[src/rtl/dff_pipe_pkg.sv]
// dff_pipe_pkg: shared stage type, parity helper and depth bound for dff_pipe (parity under DFF_PIPE_PARITY_EN)
package dff_pipe_pkg;
   localparam int DFF_PIPE_WIDTH = 8;
   localparam int DFF_PIPE_MAX_DEPTH = 64;
   typedef struct packed {
      logic valid;
      logic [DFF_PIPE_WIDTH-1:0] data;
`ifdef DFF_PIPE_PARITY_EN
      logic parity;
`endif
   } stage_t;
   function automatic logic even_parity(input logic [63:0] x);
      return ^x;
   endfunction
endpackage

[src/rtl/dff_pipe_stage.sv]
// dff_pipe_stage: one elastic register stage with valid and ready to upstream
module dff_pipe_stage #(
   parameter int W = 8
) (
   input  logic         clk,
   input  logic         rst,
   input  logic         flush,
   input  logic         in_v,
   input  logic [W-1:0] in_d,
   input  logic         rdy_dn,
   output logic         out_v,
   output logic [W-1:0] out_d,
   output logic         rdy_up
);
   assign rdy_up = !out_v || rdy_dn;
   // data moves only with a live beat so an empty stage never disturbs what it presents
   always_ff @(posedge clk)
      if (rst) begin
         out_v <= 1'b0;
         out_d <= '0;
      end else begin
         out_v <= (rdy_up ? in_v : out_v) && !flush;
         if (rdy_up && in_v && !flush) out_d <= in_d;
      end
endmodule

[src/rtl/dff_pipe.sv]
// dff_pipe: DEPTH-stage elastic register pipeline with flush and occupancy count (parity under DFF_PIPE_PARITY_EN)
module dff_pipe import dff_pipe_pkg::*; #(
   parameter int WIDTH = 8,
   parameter int DEPTH = 4,
   parameter int CNT_W = $clog2(DEPTH+1)
) (
   input  logic             clk,
   input  logic             rst,
   input  logic             flush,
   input  logic             in_valid,
   input  logic [WIDTH-1:0] in_data,
   output logic             in_ready,
   output logic             out_valid,
   output logic [WIDTH-1:0] out_data,
   input  logic             out_ready,
   output logic [CNT_W-1:0] count
`ifdef DFF_PIPE_PARITY_EN
   ,
   output logic             parity_err
`endif
);
`ifdef DFF_PIPE_PARITY_EN
   localparam int SW = WIDTH + 1;
`else
   localparam int SW = WIDTH;
`endif
   logic [DEPTH:0] vc, rc;
   logic [SW-1:0]  dc [DEPTH+1];
   logic           in_xfer, out_xfer;
   assign vc[0] = in_valid;
   assign rc[DEPTH] = out_ready;
`ifdef DFF_PIPE_PARITY_EN
   assign dc[0] = {even_parity(64'(in_data)), in_data};
`else
   assign dc[0] = in_data;
`endif
   genvar i;
   generate
      for (i = 0; i < DEPTH; i++) begin : g_st
         dff_pipe_stage #(.W(SW)) u_st (
            .clk(clk), .rst(rst), .flush(flush),
            .in_v(vc[i]), .in_d(dc[i]), .rdy_dn(rc[i+1]),
            .out_v(vc[i+1]), .out_d(dc[i+1]), .rdy_up(rc[i])
         );
      end
   endgenerate
   assign in_ready  = rc[0] && !flush;
   assign out_valid = vc[DEPTH];
   assign out_data  = dc[DEPTH][WIDTH-1:0];
   assign in_xfer   = in_valid && in_ready;
   assign out_xfer  = out_valid && out_ready;
   // occupancy follows accepted minus emitted beats
   always_ff @(posedge clk)
      if (rst || flush) count <= '0;
      else count <= count + CNT_W'(in_xfer) - CNT_W'(out_xfer);
`ifdef DFF_PIPE_PARITY_EN
   // one-cycle flag for an emitted beat whose data no longer matches its stored parity
   always_ff @(posedge clk)
      if (rst || flush) parity_err <= 1'b0;
      else parity_err <= out_xfer && (even_parity(64'(out_data)) != dc[DEPTH][WIDTH]);
`endif
endmodule

[config.mk]
export PLATFORM = sky130hd
export DESIGN_NAME = dff_pipe
export DESIGN_NICKNAME = d
export VERILOG_FILES = /design/src/rtl/dff_pipe_pkg.sv /design/src/rtl/dff_pipe_stage.sv /design/src/rtl/dff_pipe.sv
export SDC_FILE = /design/constraint.sdc
export NUM_CORES = 1
export LEC_CHECK = 0
export BUFFER_PORTS_ARGS = -buffer_cell sky130_fd_sc_hd__buf_4
export CAP_MARGIN = 5
export CORE_MARGIN = 2
export CORE_UTILIZATION = 30
export DETAILED_ROUTE_END_ITERATION = 6
export GPL_TIMING_DRIVEN = 0
export SYNTH_ARGS = -nofsm -noshare
export SYNTH_HDL_FRONTEND = slang
export SYNTH_SLANG_ARGS = --single-unit
[constraint.sdc]
create_clock -name clk -period 4.97 [get_ports clk]
set_input_delay 0 -clock clk [delete_from_list [all_inputs] [get_ports clk]]
set_output_delay 0 -clock clk [all_outputs]
set_load 0.005 [all_outputs]
---- After elaboration in Yosys (flattened, before gate mapping) ----
Index checks and enable logic that the tools add are counted.
storage, ports and cells
  output and inout bits ................... 13
  register bits ........................... 39
  input bits .............................. 13
  logic and storage cells ................. 40
cells by class
  reductions and logical operators ........ 25
  add/sub/neg operators ................... 2
  muxes and demuxes ....................... 4
operator list
  kind                       count
  logical AND 1 bit          15
  zero test 1 bit            5
  logical OR 1 bit           5
  two-way mux 1 bit          4
  adder 3 x 1 -> 3 bit       1
  subtractor 3 x 1 -> 3 bit  1

---- Logic depth before layout (Yosys ltp) ----
Gate-level depths: netlist of run 1.
  depth in word-level cells ............... 9
  gate-level depth with buffers ........... 13
  gate-level depth less buffers ........... 11

---- By module ----
From an unflattened synthesis of run 1, not the netlist that was laid out.
second synthesis, totals
  cells, all modules ...................... 175
  area, all modules ....................... 1830.5 um^2
modules (own cells, without submodules)
  module          cells an instance  area each (um^2)  instances  seq. area each (um^2)
  dff_pipe_stage  40                 414.1             4          180.2
  dff_pipe        15                 173.9             1          60.1

---- Least setup slack after synthesis of run 1 ----
Ideal clock, no wire load.
  path type ............................... register to register
  from .................................... register g_st[2].u_st.out_v
  to ...................................... register count[2]
  data required time ...................... 4.851 ns
  path buffers ............................ 2
  clock period less this slack ............ 2.252 ns
  arrival ................................. 2.133 ns
  stages on the path, launching flop included .. 14
  setup time .............................. 0.119 ns
  setup slack ............................. 2.718 ns
  path through ............................ dfxtp_1 buf_2 and4b_1 a21oi_1 buf_4 inv_1 ha_1 inv_1 ha_1 inv_1 fa_1 xor2_1 xnor2_1 nor3_1
on the way
  cells in the longest elaborated chain, start to end .. 8
RTL lines
  what                            RTL line              RTL
  from (decl)                     dff_pipe_stage.sv:11  output logic out_v,
  from (signal assigned)          dff_pipe_stage.sv:22  out_v <= (rdy_up ? in_v : out_v) && !flush;
  zero test 1 bit                 dff_pipe_stage.sv:15  assign rdy_up = !out_v || rdy_dn;
  logical OR 1 bit (3 in series)  dff_pipe_stage.sv:15
  logical AND 1 bit               dff_pipe.sv:47        assign in_ready = rc[0] && !flush;
  logical AND 1 bit               dff_pipe.sv:50        assign in_xfer = in_valid && in_ready;
  adder 3 x 1 -> 3 bit            dff_pipe.sv:55        else count <= count + CNT_W'(in_xfer) - CNT_W'(out_xfer);
  subtractor 3 x 1 -> 3 bit       dff_pipe.sv:55
  to (signal assigned)            dff_pipe.sv:55
  to (decl)                       dff_pipe.sv:16        output logic [CNT_W-1:0] count
Every way passes these cells.
A chain may end at the register's enable or synchronous reset.

---- Worst setup path after layout of run 1 ----
Ends and elaborated chain as after synthesis.

==> reports/summary.txt, run 1 <==
Outcome: finished, final reports clean
Sequential share of power: 0.564
P_leak: 0.0008091 uW
Max-slew violations: 0
Sw Ratio: 0.2309
Port bufs: 25
# setup viols final: 0
Vias in the first global route: 1300
Final WL: 3265 um
Top Ports: 26
Clk slew on worst S/H paths: 0.08 ns
Remaining routing DRC violations: 0
Share of power burned in combinational logic: 0.068
Netlist cell types: 24
Worst relative slew slack: 0.7040
Async SR Flop Fraction: 0
Drt first-iter violations: 37
Worst Setup Start Kind: flip-flop
Leading area contributor after synthesis: dfxtp_1
RePlAce Congestion: 0.7533
Post-layout min period: 2.417 ns
CTS Hold Bufs: 9
Post-Place Worst Slack: 2.553 ns
Nets: 247
Ranking of synthesized cells by area: dfxtp_1 (47%), a21oi_1 (8.1%), nand2b_1 (7.8%)
Largest net degree at the start of global routing: 14
DP Cell Count: 287
Vias per cell: 4.470
Ant. Diodes: 0
Synth Area per Inst: 8.831 um2
Post-route ant nets: 0
Power consumption: 567.1 uW
Register area share after synthesis: 0.4653
Sw power: 130.9 uW
Worst vdd ir: 0.0002128 V
Post-synth top area share: 0.4653
Post-Syn Nets: 206
Remaining global-route overflow: 0
Max-cap viol count: 0
Setup TNS Final: 0 ns
CP Max Fanout: 9
CTS sink count: 39
Worst EP required: 5.18 ns
Fin Hold WS: 0.02597 ns
Initial antenna violation count: 0
Post-CTS sizing: 0
Register bit total from synthesis: 39
CTS tree: yes
Clock Power Share: 0.368
CP Class: flip-flop to flip-flop
DR vias: 1359
Arrival time worst endpoint: 2.63 ns
Area growth syn-to-layout: 27.22%
Core ar.: 0.005439 mm2
RSZ-0062 raised after global routing: false
Drt pass-1 iters: 4
Routed len/inst: 10.74 um
Die Y: 78.79 um
Fmax: 413.7 MHz
Final worst-path setup slack: 2.553 ns
Slew @ Worst Pin: 0.4440 ns
Main flop type after synthesis: dfxtp_1
Clock skew: 0.004570 ns
Period utilization: 0.4864
Row count: 27
First-pass GRT wire length: 5802 um
CTS root buf: clkbuf_8
Number of fill cells: 560
Final cell count without fillers: 304
Die ar.: 0.006207 mm2
Die Span X: 78.79 um
EDFF count, synth: 0
Synth Instances: 190
Hold Fails Final Rpt: 0
Total GRT Usage: 0.1149
Internal power: 436.2 uW
Post-CTS setup buffer count: 0
Total CTS buffers: 5
Yosys synthesis warning count: 0
Hold Path Class: input pin to flip-flop
Buffers from clock root to sink, at most: 2
Crit end category: flip-flop
Initial Utilization: 0.3085
Mapped Area: 0.001678 mm2
Pwr per Cell Area: 265.7 mW/mm2
H-tree depth: 2
Share of layout cells above drive strength 1: 0.2026
DP Wirelength: 2353 um
Clock Latency Late Sink: 0.29 ns
## metal layers
metal / up-vias / global-route usage / part of all wire
li1: 731 / - / -
met2: 24 / 0.1838 / 0.45
met4: 0 / 0.03684 / 0.0089
met5: - / 0 / 0
met1: 602 / 0.1487 / 0.50
met3: 2 / 0.03409 / 0.038
## layout by cell type (no fill, tap or decap), drive strengths merged, types with 2 or more instances in the layout
master,count
nand2b,21
inv,3
mux2i,8
dfxtp,39
nor3,3
a21oi,27
and2,2
o21ai,24
nand3,24
nor2b,4
clkinvlp,2
buf,39
o21a,3
ha,2
clkbuf,13
dlygate4sd3,9
## cells in the mapped netlist, types with 3 or more instances
library cell	count
nor2b_1	4
o21a_1	3
buf_2	5
nor3_1	3
mux2i_1	8
clkbuf_1	8
inv_1	3
nand2b_1	21
o21ai_0	17
a21oi_1	27
nand3_1	24
dfxtp_1	39
o21ai_1	7
buf_4	9
## state kept, by name (all words and copies together), names as in the netlist
| register | cells |
|---|---|
| g_st.u_st.out_d | 32 |
| g_st.u_st.out_v | 4 |
| count | 3 |
## final timing paths
kind	startpoint	end	slack, ns	cells after the start
worst max-delay path	g_st[2].u_st.out_v	count[2]	2.55	13
worst min-delay path	rst	g_st[0].u_st.out_d[7]	0.03	3
worst max register to register	g_st[2].u_st.out_v	count[2]	2.55	13
worst min register to register	g_st[2].u_st.out_d[0]	g_st[3].u_st.out_d[0]	0.46	2
## power groups by stage
stage               Clock (uW)  Combinational [uW]  Sequential (uW)
detailed placement           0                33.3              327
global route               231                43.3              320
finish                     209                38.4              320
global placement             0                32.8              327
floorplan                    0                19.2              326
CTS                        217                38.8              320
## logic make-up after synthesis
logic type                 share of synthesized area
AOI/OAI and AO/OA                             0.1655
xor gates and xnor gates                     0.01044
adders and majority gates                    0.02684
buffers and inverters                        0.07979
DFF                                           0.4653
muxes                                        0.04773
and+or+nand+nor                               0.2043
## stage by stage
step / util / cell area (um2)
floorplan: - / 1678
global placement: 0.3596 / 1956
detailed placement: 0.3596 / 1956
CTS: 0.3925 / 2135
global route: 0.3925 / 2135
finish: 0.3925 / 2135
## layout make-up
cell class | instances | area [um2] | share of cell area
clock inverter | 3 | 20.02 | 0.009379
inverter | 3 | 11.26 | 0.005275
sequential | 39 | 780.7 | 0.3658
timing repair buffer | 34 | 277.8 | 0.1301
multi-input combinational | 126 | 763.2 | 0.3576
buffer | 22 | 122.6 | 0.05744
tap | 72 | 90.09 | 0.04220
clock buffer | 5 | 68.82 | 0.03224
## critical path: stages (launching register included)
cell and delay [ns]:
dfxtp_1 0.30, buf_2 0.15, and4b_1 0.21, a21oi_1 0.15, buf_4 0.21, inv_1 0.06, ha_1 0.26, inv_1 0.05
ha_1 0.13, inv_1 0.05, fa_1 0.38, xor2_1 0.16, xnor2_1 0.12, nor3_1 0.12
No activity file was read; power rests on OpenSTA's default activity.
==> run 2, diff against run 1 <==
==> constraint.sdc (replaced) <==
create_clock -name clk -period 2.29 [get_ports clk]
set_input_delay 0 -clock clk [delete_from_list [all_inputs] [get_ports clk]]
set_output_delay 0 -clock clk [all_outputs]
set_load 0.005 [all_outputs]
==> reports/summary.txt, run 2 (synthesis gave the netlist of run 1 again) <==
Outcome: finished, final reports clean
Share of layout cells above drive strength 1: 0.2511
Largest net degree at the start of global routing: 14
Register name with the most flops: g_st.u_st.out_d
Final cell count without fillers: 307
Vias per cell: 4.495
Slowest cell on crit path: dfxtp_4
Post-Place Worst Slack: -0.1271 ns
FF-to-FF path depth: 12
Initial antenna violation count: 0
Critical Path Stages: 12
Die ar.: 0.006207 mm2
Max-cap viol count: 0
Worst Setup Start Kind: flip-flop
Die Span X: 78.79 um
Final worst-path setup slack: 0.1435 ns
Total CTS buffers: 5
Period utilization: 0.9373
CTS tree: yes
Vias in the first global route: 1297
Top Ports: 26
CTS sink count: 39
CTS root buf: clkbuf_8
Drt first-iter violations: 44
Pwr per Cell Area: 563.7 mW/mm2
Post-layout min period: 2.147 ns
Fmax: 465.9 MHz
Worst vdd ir: 0.0004630 V
H-tree depth: 2
DR vias: 1380
Post-route ant nets: 0
R2R setup slack: 0.14 ns
Die Y: 78.79 um
Max FFs per register: 32
DP Wirelength: 2353 um
Nets: 250
Remaining global-route overflow: 0
Crit path buf inv count: 4
Routed len/inst: 10.87 um
Fin util: 0.4026
First-pass GRT wire length: 5802 um
Clock skew: 0.003872 ns
Remaining routing DRC violations: 0
Clk slew on worst S/H paths: 0.08 ns
Hold path depth: 3
Total GRT Usage: 0.1149
Commonest non-fill, non-tap cell in the layout: buf_4
# setup viols final: 0
P_leak: 0.0008211 uW
CP Class: flip-flop to flip-flop
Final WL: 3338 um
Arrival time worst endpoint: 2.36 ns
Worst relative slew slack: 0.7038
CP Max Fanout: 8
Slew @ Worst Pin: 0.4443 ns
Area growth syn-to-layout: 30.50%
Worst EP required: 2.50 ns
Ant. Diodes: 0
Hold Fails Final Rpt: 0
Crit path max-delay family: adder cells
Port bufs: 25
Slowest stage delay, CP: 0.39 ns
DP Cell Count: 287
Core ar.: 0.005439 mm2
Most frequent cells in the layout: buf_4 (38), dfxtp_1 (36), a21oi_1 (26)
Largest regs: g_st.u_st.out_d (32), g_st.u_st.out_v (4), count (3)
Clock Latency Late Sink: 0.29 ns
RePlAce Congestion: 0.7533
Buffers from clock root to sink, at most: 2
Post-DP Area: 0.001956 mm2
Number of fill cells: 555
Initial Utilization: 0.3085
Hold Path Class: input pin to flip-flop
Row count: 27
Drt pass-1 iters: 4
Design area: 0.002190 mm2
CP Cell Sequence: and4b_1 -> a21oi_2 -> buf_4 -> inv_2 -> ha_4 -> inv_2 -> ha_2 -> inv_1 -> fa_2 -> xor2_1 -> xnor2_1 -> nor3_1
Crit end category: flip-flop
Max-slew violations: 0
Most used cell, CP: inv_2
-- run 2: worst reg2reg max path, stage by stage (launching register included) --
cell and delay, ns:
dfxtp_4 0.39, and4b_1 0.25, a21oi_2 0.06, buf_4 0.13, inv_2 0.06, ha_4 0.19
inv_2 0.04, ha_2 0.14, inv_1 0.04, fa_2 0.33, xor2_1 0.15, xnor2_1 0.13
nor3_1 0.17
-- run 2: area by class of cell --
class / instances / area, um2 / area share
multi-input cells: 126 / 784.5 / 0.3583
repair buffers: 38 / 307.8 / 0.1406
flip-flops and latches: 39 / 789.5 / 0.3606
well taps: 72 / 90.09 / 0.04114
clock inverters: 3 / 20.02 / 0.009143
inverters: 3 / 11.26 / 0.005143
plain buffers: 21 / 117.6 / 0.05371
clock buffers: 5 / 68.82 / 0.03143
-- run 2: timing repair --
| action | 4_1_cts | 5_1_grt |
|---|---|---|
| cloned | 0 | 0 |
| gates resized for setup | 1 | 10 |
| setup buffers | 2 | 2 |
| endpoints found under the hold margin | 9 | 0 |
| endpoints found under the setup margin | 1 | 1 |
| hold buffers | 9 | 0 |
| pin swaps | 0 | 3 |
-- run 2: per-stage QoR --
step	setup TNS, ns	power (uW)	hold WS (ns)
floorplan	0	750.0	0.1547
global placement	-0.09021	781.1	0.2682
detailed placement	-0.1271	782.4	0.2797
CTS	0	1250	0.02113
global route	-0.009510	1294	0.03828
finish	0	1234	0.02577
-- run 2: path summary, 6_finish.rpt --
check,endpoint,start
setup / recovery,count[2],g_st[3].u_st.out_v
hold / removal,g_st[0].u_st.out_d[7],rst
setup reg to reg,count[2],g_st[3].u_st.out_v
hold reg to reg,g_st[3].u_st.out_d[0],g_st[2].u_st.out_d[0]
-- run 2: metal layers --
metal,track usage,share of wire,up-vias
met5,0,0,-
met4,0.03684,0.0087,0
met3,0.03409,0.037,2
met2,0.1829,0.46,24
met1,0.1494,0.50,621
li1,-,-,733
-- run 2: where the power goes --
| part | switching [uW] | internal [uW] |
|---|---|---|
| combinational | 37.6 | 49.3 |
| clock | 244 | 212 |
| sequential | 6.51 | 686 |
| total | 288 | 947 |
